`config.mk`:
```
export PLATFORM = sky130hd
export DESIGN_NAME = rf_wport_arb
export DESIGN_NICKNAME = d
export VERILOG_FILES = /design/src/rtl/rf_wport_arb.sv
export SDC_FILE = /design/constraint.sdc
export NUM_CORES = 1
export LEC_CHECK = 0
export BUFFER_PORTS_ARGS = -buffer_cell sky130_fd_sc_hd__buf_2
export CAP_MARGIN = 20
export CORE_MARGIN = 2
export CORE_UTILIZATION = 49
export DETAILED_ROUTE_END_ITERATION = 8
export HOLD_SLACK_MARGIN = 0.03
export PLACE_DENSITY = 0.76
export SLEW_MARGIN = 25
export SYNTH_ARGS = -nofsm -noshare
export SYNTH_HDL_FRONTEND = slang
export SYNTH_SLANG_ARGS = --single-unit
```
`constraint.sdc`:
```
create_clock -name clk -period 3.8 [get_ports clk]
set_clock_uncertainty 0.1 [all_clocks]
set_input_delay 0.57 -clock clk [delete_from_list [all_inputs] [get_ports clk]]
set_output_delay 0.57 -clock clk [all_outputs]
set_load 0.02 [all_outputs]
```
`src/rtl/rf_wport_arb.sv`:
```
// Single register-file write port shared by the in-order writeback stream (A)
// and a 2-entry buffered long-latency result stream (B), with anti-starvation for B.
module rf_wport_arb #(
    parameter int unsigned STARVE_LIM = 4
) (
    input  logic        clk,
    input  logic        reset,
    input  logic        a_valid,
    output logic        a_ready,
    input  logic        a_we,
    input  logic [4:0]  a_waddr,
    input  logic [31:0] a_wdata,
    input  logic        b_valid,
    output logic        b_ready,
    input  logic [4:0]  b_waddr,
    input  logic [31:0] b_wdata,
    output logic        rf_we,
    output logic [4:0]  rf_waddr,
    output logic [31:0] rf_wdata,
    output logic [1:0]  b_pending
);

    localparam logic [3:0] LIM = 4'(STARVE_LIM);

    typedef struct packed {
        logic [4:0]  waddr;
        logic [31:0] wdata;
    } entry_t;

    entry_t      mem_q [2];
    entry_t      head;
    logic        rd_ptr_q, wr_ptr_q;
    logic [1:0]  cnt_q, cnt_d;
    logic [3:0]  starve_q, starve_d;
    logic        force_b, grant_a, grant_b, push;
    logic        sel_we;
    logic [4:0]  sel_waddr;
    logic [31:0] sel_wdata;
    logic        rf_we_q;
    logic [4:0]  rf_waddr_q;
    logic [31:0] rf_wdata_q;

    always_comb begin
        head      = mem_q[rd_ptr_q];
        force_b   = (starve_q >= LIM) && (cnt_q != 2'd0);
        a_ready   = !force_b;
        b_ready   = (cnt_q < 2'd2);
        grant_a   = a_valid && a_we && !force_b;
        grant_b   = (cnt_q != 2'd0) && !grant_a;
        push      = b_valid && b_ready;

        cnt_d = cnt_q;
        if (push && !grant_b)
            cnt_d = cnt_q + 2'd1;
        else if (!push && grant_b)
            cnt_d = cnt_q - 2'd1;

        // B losing arbitration is the only thing that ages the starvation counter.
        starve_d = starve_q;
        if ((cnt_q == 2'd0) || grant_b)
            starve_d = 4'd0;
        else if (grant_a && (starve_q < LIM))
            starve_d = starve_q + 4'd1;

        sel_waddr = grant_a ? a_waddr : head.waddr;
        sel_wdata = grant_a ? a_wdata : head.wdata;
        sel_we    = (grant_a || grant_b) && (sel_waddr != 5'd0);
    end

    always_ff @(posedge clk) begin
        if (!reset) begin
            // NOTE: buffer contents are cleared as well so a dropped entry can never resurface.
            for (int i = 0; i < 2; i++)
                mem_q[i] <= '0;
            rd_ptr_q   <= 1'b0;
            wr_ptr_q   <= 1'b0;
            cnt_q      <= 2'd0;
            starve_q   <= 4'd0;
            rf_we_q    <= 1'b0;
            rf_waddr_q <= 5'd0;
            rf_wdata_q <= 32'd0;
        end else begin
            if (push) begin
                mem_q[wr_ptr_q] <= '{waddr: b_waddr, wdata: b_wdata};
                wr_ptr_q        <= !wr_ptr_q;
            end
            if (grant_b)
                rd_ptr_q <= !rd_ptr_q;
            cnt_q    <= cnt_d;
            starve_q <= starve_d;
            rf_we_q  <= sel_we;
            if (grant_a || grant_b) begin
                rf_waddr_q <= sel_waddr;
                rf_wdata_q <= sel_wdata;
            end
        end
    end

    assign rf_we     = rf_we_q;
    assign rf_waddr  = rf_waddr_q;
    assign rf_wdata  = rf_wdata_q;
    assign b_pending = cnt_q;

endmodule

```
# After elaboration in Yosys (flattened, before gate mapping)

Memories as Yosys holds them, arrays and structs flattened. A register that Yosys moved wholly into a read port is not among the register bits.
Index checks and enable logic that the tools add are counted.

Memory bits (writable): 74
Register bits after elaboration: 46
Memories: 1
Output and inout port bits: 42
Logic and storage cells: 51
Bits of input ports: 79

Memory list:

| name  | words | width | rd ports | clocked after memory_dff | wr ports | line | source |
|---|---|---|---|---|---|---|---|
| mem_q | 2     | 37    | 1        | 1                        | 2        | 30   | `entry_t mem_q [2];` |

Bitwise logic cells: 1
Mux-type cells: 13
Reduce and logical (&&, ||, !) cells: 23
$lt $le $gt $ge: 3
Add/sub/neg operators: 3

Operators by type and width:

| operator              | number |
|---|---|
| $mux W37              | 1 |
| $reduce_or A37 Y1     | 1 |
| $mux W32              | 1 |
| $logic_and A1 B1 Y1   | 9 |
| $mux W1               | 8 |
| $logic_not A1 Y1      | 6 |
| $mux W5               | 1 |
| $reduce_bool A5 Y1    | 1 |
| $add A4 B1 Y4 const B | 1 |
| $ge A4 B3 Y1 const B  | 1 |
| $lt A4 B3 Y1 const B  | 1 |
| $mux W2               | 2 |
| $reduce_bool A2 Y1    | 2 |
| $add A2 B1 Y2 const B | 1 |
| $logic_not A2 Y1      | 1 |
| $logic_or A1 B1 Y1    | 2 |
| $lt A2 B2 Y1 const B  | 1 |
| $reduce_or A2 Y1      | 1 |
| $sub A2 B1 Y2 const B | 1 |
| $not A1 Y1            | 1 |

# Longest topological paths before layout

Depth after elaboration: 9
Mapped depth: 7
Mapped depth without buffers: 6

# Worst setup path before layout

OpenSTA, ideal clock, no wires.

Path type: in2reg
Start point: input b_valid
End point: memory mem_q[0][0] (netlist bit), enable pin
Arrival time: 3.404 ns
Path buffers: 0
Data required time: 3.217 ns
Setup time: 0.483 ns
Path slack: -0.186 ns
Stages: 3
Path through: nor2b_4 > inv_1 > o21ai_0

RTL lines:

| what               | line | source |
|---|---|---|
| start: declaration | 13   | `input logic b_valid,` |
| end: declaration   | 30   |  |

# Worst setup path after layout

Start point: register cnt_q[1], in the netlist b_pending[1]
End point: output a_ready

Cells in the longest elaborated chain, start to end: 3

Ends and longest elaborated chain:

| what                     | line | source |
|---|---|---|
| start: declaration       | 33   | `logic [1:0] cnt_q, cnt_d;` |
| start signal: assignment | 89   | `cnt_q <= cnt_d;` |
| $reduce_bool A2 Y1       | 45   | `force_b = (starve_q >= LIM) && (cnt_q != 2'd0);` |
| $logic_and A1 B1 Y1      | 45   |  |
| $logic_not A1 Y1         | 46   | `a_ready = !force_b;` |
| end: declaration         | 9    | `output logic a_ready,` |

Every way passes these cells.

==> results.json <==
{
  "required_ns": 3.13,
  "cts_sinks": 121,
  "wirelength_um": 12100,
  "cts_resized": 0,
  "die_h_um": 108.0,
  "end_kind": "output pin",
  "sequential_cell_area_um2": 3167,
  "clk_pin_slew_ns": 0.06,
  "critPathSlowestCell": "o22a_2",
  "p_per_area_nw_per_um2": 690.0,
  "hold_viol": 0,
  "drv_slew": 0,
  "antenna_found_initial": 0,
  "crit_path_start_kind": "flop",
  "cts_setup_buffers": 0,
  "yosysUniqueCellTypes": 38,
  "critPathBufInv": 2,
  "mappedNetlistArea_um2": 5299,
  "root_buffer": "clkbuf_8",
  "dp_hpwl_um": 7949,
  "grt_usage_pct": 21.68,
  "leakagePower_uw": 0.002748,
  "die_x_um": 108.0,
  "start_util_pct": 50.87,
  "ctsHtreeMaxLevel": 4,
  "first_global_vias": 3836,
  "setup_violations": 0,
  "drtIter0Drc": 227,
  "multi_input_area_um2": 1973,
  "maxCapViolCount": 0,
  "ys_warn_count": 0,
  "synth_top_area_cell": "edfxtp_1",
  "fillCellCount": 826,
  "syn_area_per_cell_um2": 11.93,
  "clk_latency_ns": 0.51,
  "crit_family": "compound AO/OA/AOI/OAI gates",
  "via_per_inst": 5.543,
  "vias": 3897,
  "fin_crit_ns": 2.912,
  "ant_nets": 0,
  "core-area_um2": 10420,
  "post_drt_wl_per_cell_um": 17.20,
  "ys_ff_latch": 121,
  "rows": 37,
  "arrival_ns": 2.24,
  "grt_pass1_wl_um": 19040,
  "crit_chain": "o22a_2 > inv_2 > buf_2",
  "reg2reg_slack_ns": 1.48,
  "relSlewSlack_pct": 35.59,
  "port_buffers": 120,
  "fmax_mhz": 343.4,
  "cts_tree": "built",
  "fin_util_pct": 63.04,
  "antenna_cells": 0,
  "clk_path_buf_depth": 2,
  "gp_congestion": 0.7783,
  "synth_async_sr_flop_share_pct": 0,
  "critPathMaxStageDelay_ns": 0.76,
  "layout.nets": 635,
  "ctsHoldBuffers": 0,
  "fin_area_um2": 6566,
  "crit_fanout": 53,
  "hold_path.class": "input pin to flop",
  "ir_drop_uv": 332.7,
  "grt_max_degree": 61,
  "synth.yosys.seq_area_share_pct": 59.69,
  "rsz0062_at_grt": "no",
  "syn_inst": 444,
  "die-area_um2": 11660,
  "drt_pass1_iterations": 5,
  "period_share_pct": 76.63,
  "drc": 0,
  "synth_edf_count": 74,
  "drive_gt1_share_pct": 29.10,
  "cts_buffers": 17,
  "synth_top_area_share_pct": 41.94,
  "crit_type": "flop to output pin",
  "ys.flop_type": "edfxtp_1",
  "dp_slack_ns": 1.300,
  "synth_nets": 525,
  "setup_tns_ns": 0,
  "synthMostInstantiatedCell": "and2_1",
  "place_area_um2": 5978,
  "grt_overflow_total": 0,
  "setup_ws_ns": 0.8881,
  "status": "finished clean",
  "io_pins": 121,
  "area_growth_pct": 23.92,
  "worst_pin_slew_ns": 0.9661,
  "whs_ns": 0.2438,
  "synthTopCellsByCount": "and2_1, edfxtp_1, dfxtp_1",
  "synth_area_leaders": "edfxtp_1, dfxtp_1, and2_1"
}
## through the flow
stage	instances	power [µW]
final	703	4531
after detailed placement	671	2970
after global placement	671	2923
after global routing	703	4740
after CTS	703	4555
after floorplan	444	2620
## registers in the layout, indices dropped and copies added, names as in the netlist, named ones only
register,cells
mem_q,74
rd_ptr_q,1
rf_we,1
starve_q,4
wr_ptr_q,1
rf_waddr,5
b_pending,2
rf_wdata,32
## cells in the final DEF, fill, tap and decap left out, types with 2 or more instances in the layout
master     Yosys  routed
xor2_1         2       2
ha_1           2       2
and3_1        16      16
clkbuf_1      21       3
bufinv_16      0       3
buf_4          1       7
dfxtp_1       47      46
nor2_1        16      16
nor3b_1        2       2
nand2_1       13      13
buf_2         12     120
a21oi_1        4       4
mux2i_1       37      37
clkinv_2       0       4
a32o_1        20      20
o31a_1         6       6
edfxtp_1      74      74
clkbuf_16      0      16
and2_1        75      75
clkbuf_8       0       4
inv_1          3       3
nor3_1        19      19
a221o_1       11      11
o21ai_0       24      23
or3_1         22      22
## metal layers
| layer | routed length (µm) | part of all wire, % | GRT usage (%) | vias to the layer above |
|---|---|---|---|---|
| li1 | - | - | - | 1857 |
| met1 | 5210 | 43 | 27.66 | 1849 |
| met2 | 5655 | 47 | 33.74 | 172 |
| met3 | 977 | 8.1 | 7.354 | 19 |
| met4 | 252 | 2.1 | 9.524 | 0 |
| met5 | 0 | 0 | 0 | - |
## kinds of logic (layout without fill, tap and decap cells)
logic type                 after synthesis  count (layout)  share of synthesized area (%)
muxes                                   37              37                          6.989
buffers and inverters                   40             163                          3.329
and+or+nand+nor                        172             172                          18.96
AOI/OAI and AO/OA                       68              68                          9.988
adders and majority gates                2               2                         0.4722
other                                    1               1                        0.07077
xor gates and xnor gates                 3               3                         0.4960
DFF                                    121             121                          59.69
## area by class of cell
| type | count | area share, % |
|---|---|---|
| well taps | 136 | 2.591 |
| inverters | 4 | 0.2287 |
| clock inverters | 9 | 1.848 |
| repair buffers | 127 | 9.947 |
| multi-input cells | 283 | 30.05 |
| flip-flops and latches | 121 | 48.23 |
| clock buffers | 23 | 7.107 |
## power by group
group          internal [µW]  switching, µW
Clock                   1040            531
Combinational            446            653
Sequential              1670            192
Total                   3150           1380
## path summary, 6_finish.rpt
kind / depth (start not counted) / start / to
setup / recovery: 3 / b_pending[1]$_SDFFE_PN0P_ / a_ready
hold / removal: 2 / b_wdata[14] / mem_q[0][14]$_SDFFCE_PN0P_
setup reg to reg: 4 / b_pending[1]$_SDFFE_PN0P_ / rf_wdata[14]$_SDFFE_PN0P_
hold reg to reg: 1 / starve_q[0]$_SDFFE_PP0P_ / starve_q[0]$_SDFFE_PP0P_
Note: power is estimated with default switching activity, not from simulation.
